**src/rtl/skin_box_tracker.sv**
```systemverilog
// Skin-colour classifier and per-frame bounding-box tracker for a YCbCr444 stream.
// Emits a 1-cycle-latency skin mask and publishes count/box once per frame at vsync fall.
module skin_box_tracker #(
    parameter logic [7:0]  CB_MIN     = 8'd77,
    parameter logic [7:0]  CB_MAX     = 8'd127,
    parameter logic [7:0]  CR_MIN     = 8'd133,
    parameter logic [7:0]  CR_MAX     = 8'd173,
    parameter int unsigned MIN_PIXELS = 256
) (
    input  logic        clk,
    input  logic        rst_n,
    input  logic        per_frame_vsync,
    input  logic        per_frame_href,
    input  logic        per_frame_clken,
    input  logic [7:0]  per_img_Y,
    input  logic [7:0]  per_img_Cb,
    input  logic [7:0]  per_img_Cr,
    input  logic [10:0] per_setx,
    input  logic [9:0]  per_sety,
    output logic        post_frame_vsync,
    output logic        post_frame_href,
    output logic        post_frame_clken,
    output logic        post_img_bit,
    output logic [10:0] post_setx,
    output logic [9:0]  post_sety,
    output logic [10:0] box_x_min,
    output logic [10:0] box_x_max,
    output logic [9:0]  box_y_min,
    output logic [9:0]  box_y_max,
    output logic [20:0] skin_count,
    output logic        box_valid,
    output logic        box_update
);

    localparam int unsigned XW = 11;
    localparam int unsigned YW = 10;
    localparam int unsigned CW = 21;

    localparam logic [CW-1:0] CNT_MAX = '1;
    localparam logic [CW-1:0] MIN_CNT = CW'(MIN_PIXELS);

    typedef enum logic [1:0] {
        IDLE    = 2'd0,
        ACTIVE  = 2'd1,
        PUBLISH = 2'd2
    } state_t;

    state_t         state;
    logic           vsync_d;
    logic           armed;
    logic [XW-1:0]  acc_x_min;
    logic [XW-1:0]  acc_x_max;
    logic [YW-1:0]  acc_y_min;
    logic [YW-1:0]  acc_y_max;
    logic [CW-1:0]  acc_cnt;

    logic           qualified_c;
    logic           is_skin_c;
    logic           skin_hit_c;
    logic           frame_start_c;
    logic           frame_end_c;
    logic [XW-1:0]  nxt_x_min_c;
    logic [XW-1:0]  nxt_x_max_c;
    logic [YW-1:0]  nxt_y_min_c;
    logic [YW-1:0]  nxt_y_max_c;
    logic [CW-1:0]  nxt_cnt_c;

    // Luma only travels with the stream upstream; it plays no part in classification.
    logic unused_luma_c;
    assign unused_luma_c = ^per_img_Y;

    // Pixel qualification, skin window and frame edge detection.
    // armed blocks a rise seen right after reset so a partially observed frame is never published.
    assign qualified_c   = per_frame_vsync & per_frame_href & per_frame_clken;
    assign is_skin_c     = (per_img_Cb >= CB_MIN) && (per_img_Cb <= CB_MAX) &&
                           (per_img_Cr >= CR_MIN) && (per_img_Cr <= CR_MAX);
    assign skin_hit_c    = qualified_c & is_skin_c;
    assign frame_start_c = per_frame_vsync & ~vsync_d & armed;
    assign frame_end_c   = ~per_frame_vsync & vsync_d;

    // Next accumulator values: reload on frame start, then fold in the current skin pixel.
    always_comb begin
        nxt_x_min_c = acc_x_min;
        nxt_x_max_c = acc_x_max;
        nxt_y_min_c = acc_y_min;
        nxt_y_max_c = acc_y_max;
        nxt_cnt_c   = acc_cnt;
        if (frame_start_c) begin
            nxt_x_min_c = '1;
            nxt_x_max_c = '0;
            nxt_y_min_c = '1;
            nxt_y_max_c = '0;
            nxt_cnt_c   = '0;
        end
        if (skin_hit_c) begin
            if (per_setx < nxt_x_min_c) nxt_x_min_c = per_setx;
            if (per_setx > nxt_x_max_c) nxt_x_max_c = per_setx;
            if (per_sety < nxt_y_min_c) nxt_y_min_c = per_sety;
            if (per_sety > nxt_y_max_c) nxt_y_max_c = per_sety;
            if (nxt_cnt_c != CNT_MAX)   nxt_cnt_c   = nxt_cnt_c + CW'(1);
        end
    end

    // One-cycle mask pipeline with the sync/coordinate sideband.
    always_ff @(posedge clk or negedge rst_n) begin
        if (!rst_n) begin
            post_frame_vsync <= 1'b0;
            post_frame_href  <= 1'b0;
            post_frame_clken <= 1'b0;
            post_img_bit     <= 1'b0;
            post_setx        <= '0;
            post_sety        <= '0;
        end else begin
            post_frame_vsync <= per_frame_vsync;
            post_frame_href  <= per_frame_href;
            post_frame_clken <= per_frame_clken;
            post_img_bit     <= skin_hit_c;
            post_setx        <= per_setx;
            post_sety        <= per_sety;
        end
    end

    // Vsync history, arming and the per-frame accumulators.
    always_ff @(posedge clk or negedge rst_n) begin
        if (!rst_n) begin
            vsync_d   <= 1'b0;
            armed     <= 1'b0;
            acc_x_min <= '0;
            acc_x_max <= '0;
            acc_y_min <= '0;
            acc_y_max <= '0;
            acc_cnt   <= '0;
        end else begin
            vsync_d   <= per_frame_vsync;
            armed     <= armed | ~per_frame_vsync;
            acc_x_min <= nxt_x_min_c;
            acc_x_max <= nxt_x_max_c;
            acc_y_min <= nxt_y_min_c;
            acc_y_max <= nxt_y_max_c;
            acc_cnt   <= nxt_cnt_c;
        end
    end

    // Frame FSM with registered publish of count, box and the update strobe.
    always_ff @(posedge clk or negedge rst_n) begin
        if (!rst_n) begin
            state      <= IDLE;
            box_update <= 1'b0;
            box_valid  <= 1'b0;
            box_x_min  <= '0;
            box_x_max  <= '0;
            box_y_min  <= '0;
            box_y_max  <= '0;
            skin_count <= '0;
        end else begin
            box_update <= 1'b0;
            case (state)
                IDLE: begin
                    if (frame_start_c) state <= ACTIVE;
                end
                ACTIVE: begin
                    if (frame_end_c) begin
                        state      <= PUBLISH;
                        box_update <= 1'b1;
                        skin_count <= acc_cnt;
                        if (acc_cnt >= MIN_CNT) begin
                            box_valid <= 1'b1;
                            box_x_min <= acc_x_min;
                            box_x_max <= acc_x_max;
                            box_y_min <= acc_y_min;
                            box_y_max <= acc_y_max;
                        end else begin
                            box_valid <= 1'b0;
                        end
                    end
                end
                PUBLISH: begin
                    state <= per_frame_vsync ? ACTIVE : IDLE;
                end
                default: begin
                    state <= IDLE;
                end
            endcase
        end
    end

endmodule
```
**config.mk**
```make
export PLATFORM = sky130hd
export DESIGN_NAME = skin_box_tracker
export DESIGN_NICKNAME = d
export VERILOG_FILES = /design/src/rtl/skin_box_tracker.sv
export SDC_FILE = /design/constraint.sdc
export NUM_CORES = 1
export LEC_CHECK = 0
export CAP_MARGIN = 20
export CORE_ASPECT_RATIO = 1.5
export CORE_MARGIN = 10
export CORE_UTILIZATION = 25
export CTS_CLUSTER_SIZE = 40
export DETAILED_ROUTE_END_ITERATION = 10
export PLACE_DENSITY = 0.55
export SETUP_SLACK_MARGIN = 0.1
export SYNTH_ARGS = -nofsm -noshare
export SYNTH_HDL_FRONTEND = slang
export SYNTH_SLANG_ARGS = --single-unit
```
**constraint.sdc**
```tcl
create_clock -name clk -period 3.9 [get_ports clk]
set_input_delay 0.39 -clock clk [delete_from_list [all_inputs] [get_ports clk]]
set_output_delay 0.39 -clock clk [all_outputs]
set_load 0.05 [all_outputs]
```
==> results.tsv <==
metric	value	unit
status	finished, final reports clean	
internal power	2.80	mW
vias per cell	4.55	
most frequent cell after synthesis	dfrtp_1	
Max VDD drop	0.313	mV
post-synth cell types	49	
Detailed Place HPWL	13.4	mm
CTS sink count	156	
setup ws final	870	ps
Initial Util	25.5	%
Final #Nets	820	
die width	158	um
syn_area_per_cell	12.2	um2
initial antenna violation count	0	
Net Sw Frac	24.3	%
vias in the first global route	5280	
I/O pins	140	
area grow syn2layout	33.8	%
LEAKAGE	4.31	nW
CTS buffer count	17	
Placement Setup Slack	449	ps
delay-heaviest family, CP	buffers and inverters	
clk buf depth	2	
Routed Antenna Nets	0	
GR Overflow Total	0	
first-pass detailed-route iteration total	4	
worst-path fanout max	12	
die height	227	um
area of the die	35900	um2
cell mode on critical path	buf_4	
placed cells	1054	
achievable clock frequency	330	MHz
CP Launch Point	per_frame_vsync	
sequential cell area	3900	um2
combinational fraction of design power	8.0	%
routed length per instance	17.1	um
RePlAce Congestion	0.754	
synthesized instance count	588	
sw power	0.899	mW
Tmin final	3030	ps
Post-Syn Area	7150	um2
Fill cells	2760	
Post-synth EDFFs	0	
CP bufs+invs	4	
final core utilization	34.1	%
routing usage on met3	3.53	%
DRC viols	0	
Commonest cells post-synth	156 x dfrtp_1, 68 x mux2_2, 54 x nor2_1, 45 x nand2_1, 41 x ha_1	
gr usage total	10.9	%
Worst path slowest cell	clkdlybuf4s50_1	
PwrDens	387	nW/um2
maxcap violations	0	
area of the multi-input gates	3030	um2
CTS tree	built	
TNS Setup	0	ps
RSZ-0062 raised after global routing	false	
WL final	18.6	mm
CP endpoint kind	flip-flop	
First DRT Iteration DRCs	164	
Synth Warn #	0	
Root Buffer	clkbuf_16	
largest net degree at the start of global routing	107	
num rows	75	
post-cts sizing count	0	
share of layout cells above drive strength 1	18.5	%
register share of total power	44.7	%
clock-pin slew on the worst setup and hold paths	70	ps
# diodes	0	
global-route wire length before repair	29.8	mm
slowest cell delay on critical path	610	ps
worst min-delay path category	input port to asynchronous set/reset pin	
startpoint types	input port	
Post-CTS Repair Setup Buffers	0	
top cells by area, synth	dfrtp_1 55%, mux2_2 11%, ha_1 7.2%	
Yosys top cell area share	54.6	%
FF+latch count, synth	156	
CP Cell Sequence	clkdlybuf4s50_1 > nand2_1 > nor2_2 > buf_4 > buf_4 > nor2_1 > ha_1 > a21oi_1 > o21ai_0 > or4_1 > buf_4 > nor2_1 > a21oi_2	
final setup violation count	0	
Clock Latency Late Sink	450	ps
count of final hold-check violations	0	
M1 GR Usage	11.5	%
register area share after synthesis	54.6	%
Data arrival, critical path	3360	ps
Slew @ Worst Pin	774	ps
GRT busiest layer	met2	
Worst Skew	11.7	ps
Slew headroom	48.4	%
Post-Layout Cell Count	1088	
top_reg_cell synth	dfrtp_1	
met2 GRT Util	19.2	%
hold buffers post-CTS	0	
clock share of power	47.3	%
syn nets	679	
Synth async-reset ratio	100	%
Yosys top cell by area	dfrtp_1	
Slew Limit Fails	0	
FF-to-FF Start	armed	
H-tree levels	4	
via count	4953	
final cycle utilization of the critical path	77.7	%
CP required	4230	ps
critical setup path kind	input port to flip-flop	
Placeable Area	28100	um2
Buffers on Ports	131	
## routing by layer
layer / wire, um / part of all wire (%)
met5: 0 / 0
met4: 396 / 2.1
met1: 7280 / 39
met2: 10100 / 54
met3: 895 / 4.8
## worst paths after layout
| kind | slack (ps) | depth (start not counted) | endpoint |
|---|---|---|---|
| max in group asynchronous | 2530 | 4 | acc_x_min[10] |
| min in group clk | 410 | 1 | post_frame_href |
| max reg2reg | 1110 | 12 | acc_y_min[2] |
| min reg2reg | 500 | 1 | armed |
| max | 870 | 13 | acc_y_min[2] |
| min | 390 | 2 | box_x_max[9] |
## worst register-to-register path: cells and delay by family, from the launching register on
family	cells	cell delay (ps)
AND/OR/NAND/NOR	5	1070
flip-flops	1	390
adder cells (fa/ha/maj)	1	290
AO/OA/AOI/OAI	3	310
buffers and inverters	3	610
## kinds of logic (layout without fill, tap and decap cells)
| family | after synthesis | in the layout | synth area share (%) |
|---|---|---|---|
| AOI/OAI and AO/OA | 53 | 53 | 5.42 |
| xor gates and xnor gates | 17 | 17 | 2.08 |
| adders and majority gates | 41 | 41 | 7.17 |
| buffers and inverters | 49 | 203 | 3.08 |
| DFF | 156 | 156 | 54.6 |
| muxes | 98 | 98 | 15.0 |
| and+or+nand+nor | 174 | 174 | 12.7 |
## power groups by stage
stage,logic [mW],clock network (mW),registers [mW]
after floorplan,0.0857,0,1.73
after global placement,0.297,0,1.68
after detailed placement,0.298,0,1.68
after CTS,0.300,1.81,1.65
after global routing,0.326,1.89,1.65
final,0.296,1.75,1.65
## cell type report
type / instances / share of cell area, %
flip-flops and latches: 156 / 40.8
repair buffers: 145 / 15.5
well taps: 346 / 4.53
multi-input cells: 383 / 31.7
clock inverters: 12 / 1.71
inverters: 26 / 1.02
clock buffers: 20 / 4.77
## sequential cells by signal (all words and copies together), names as in the netlist, 11 cells and up
| signal | count |
|---|---|
| post_setx | 11 |
| acc_x_min | 11 |
| skin_count | 21 |
| box_x_max | 11 |
| acc_x_max | 11 |
| acc_cnt | 21 |
| box_x_min | 11 |
## metrics by stage
| stage | total power [mW] | area, um2 | hold WS, ps |
|---|---|---|---|
| after detailed placement | 1.98 | 8910 | 477 |
| after global routing | 3.87 | 9560 | 408 |
| after global placement | 1.98 | 8910 | 471 |
| final | 3.70 | 9560 | 390 |
| after floorplan | 1.82 | 7150 | 94.4 |
| after CTS | 3.76 | 9530 | 117 |
## cells in the final DEF, fill, tap and decap left out, drive strengths merged, types with 4 or more instances in the layout
master         count
clkbuf            20
clkdlybuf4s50    130
clkinv             4
and2               5
mux2              69
nor2              56
nand4             17
nor4              11
and4               7
xnor2             14
a21o               4
nor3              10
ha                41
nand3             11
inv               27
a21oi             21
nand2             45
mux2i             29
o21ai             11
clkinvlp           4
dfrtp            156
buf               14
(Power assumes the default switching activity.)
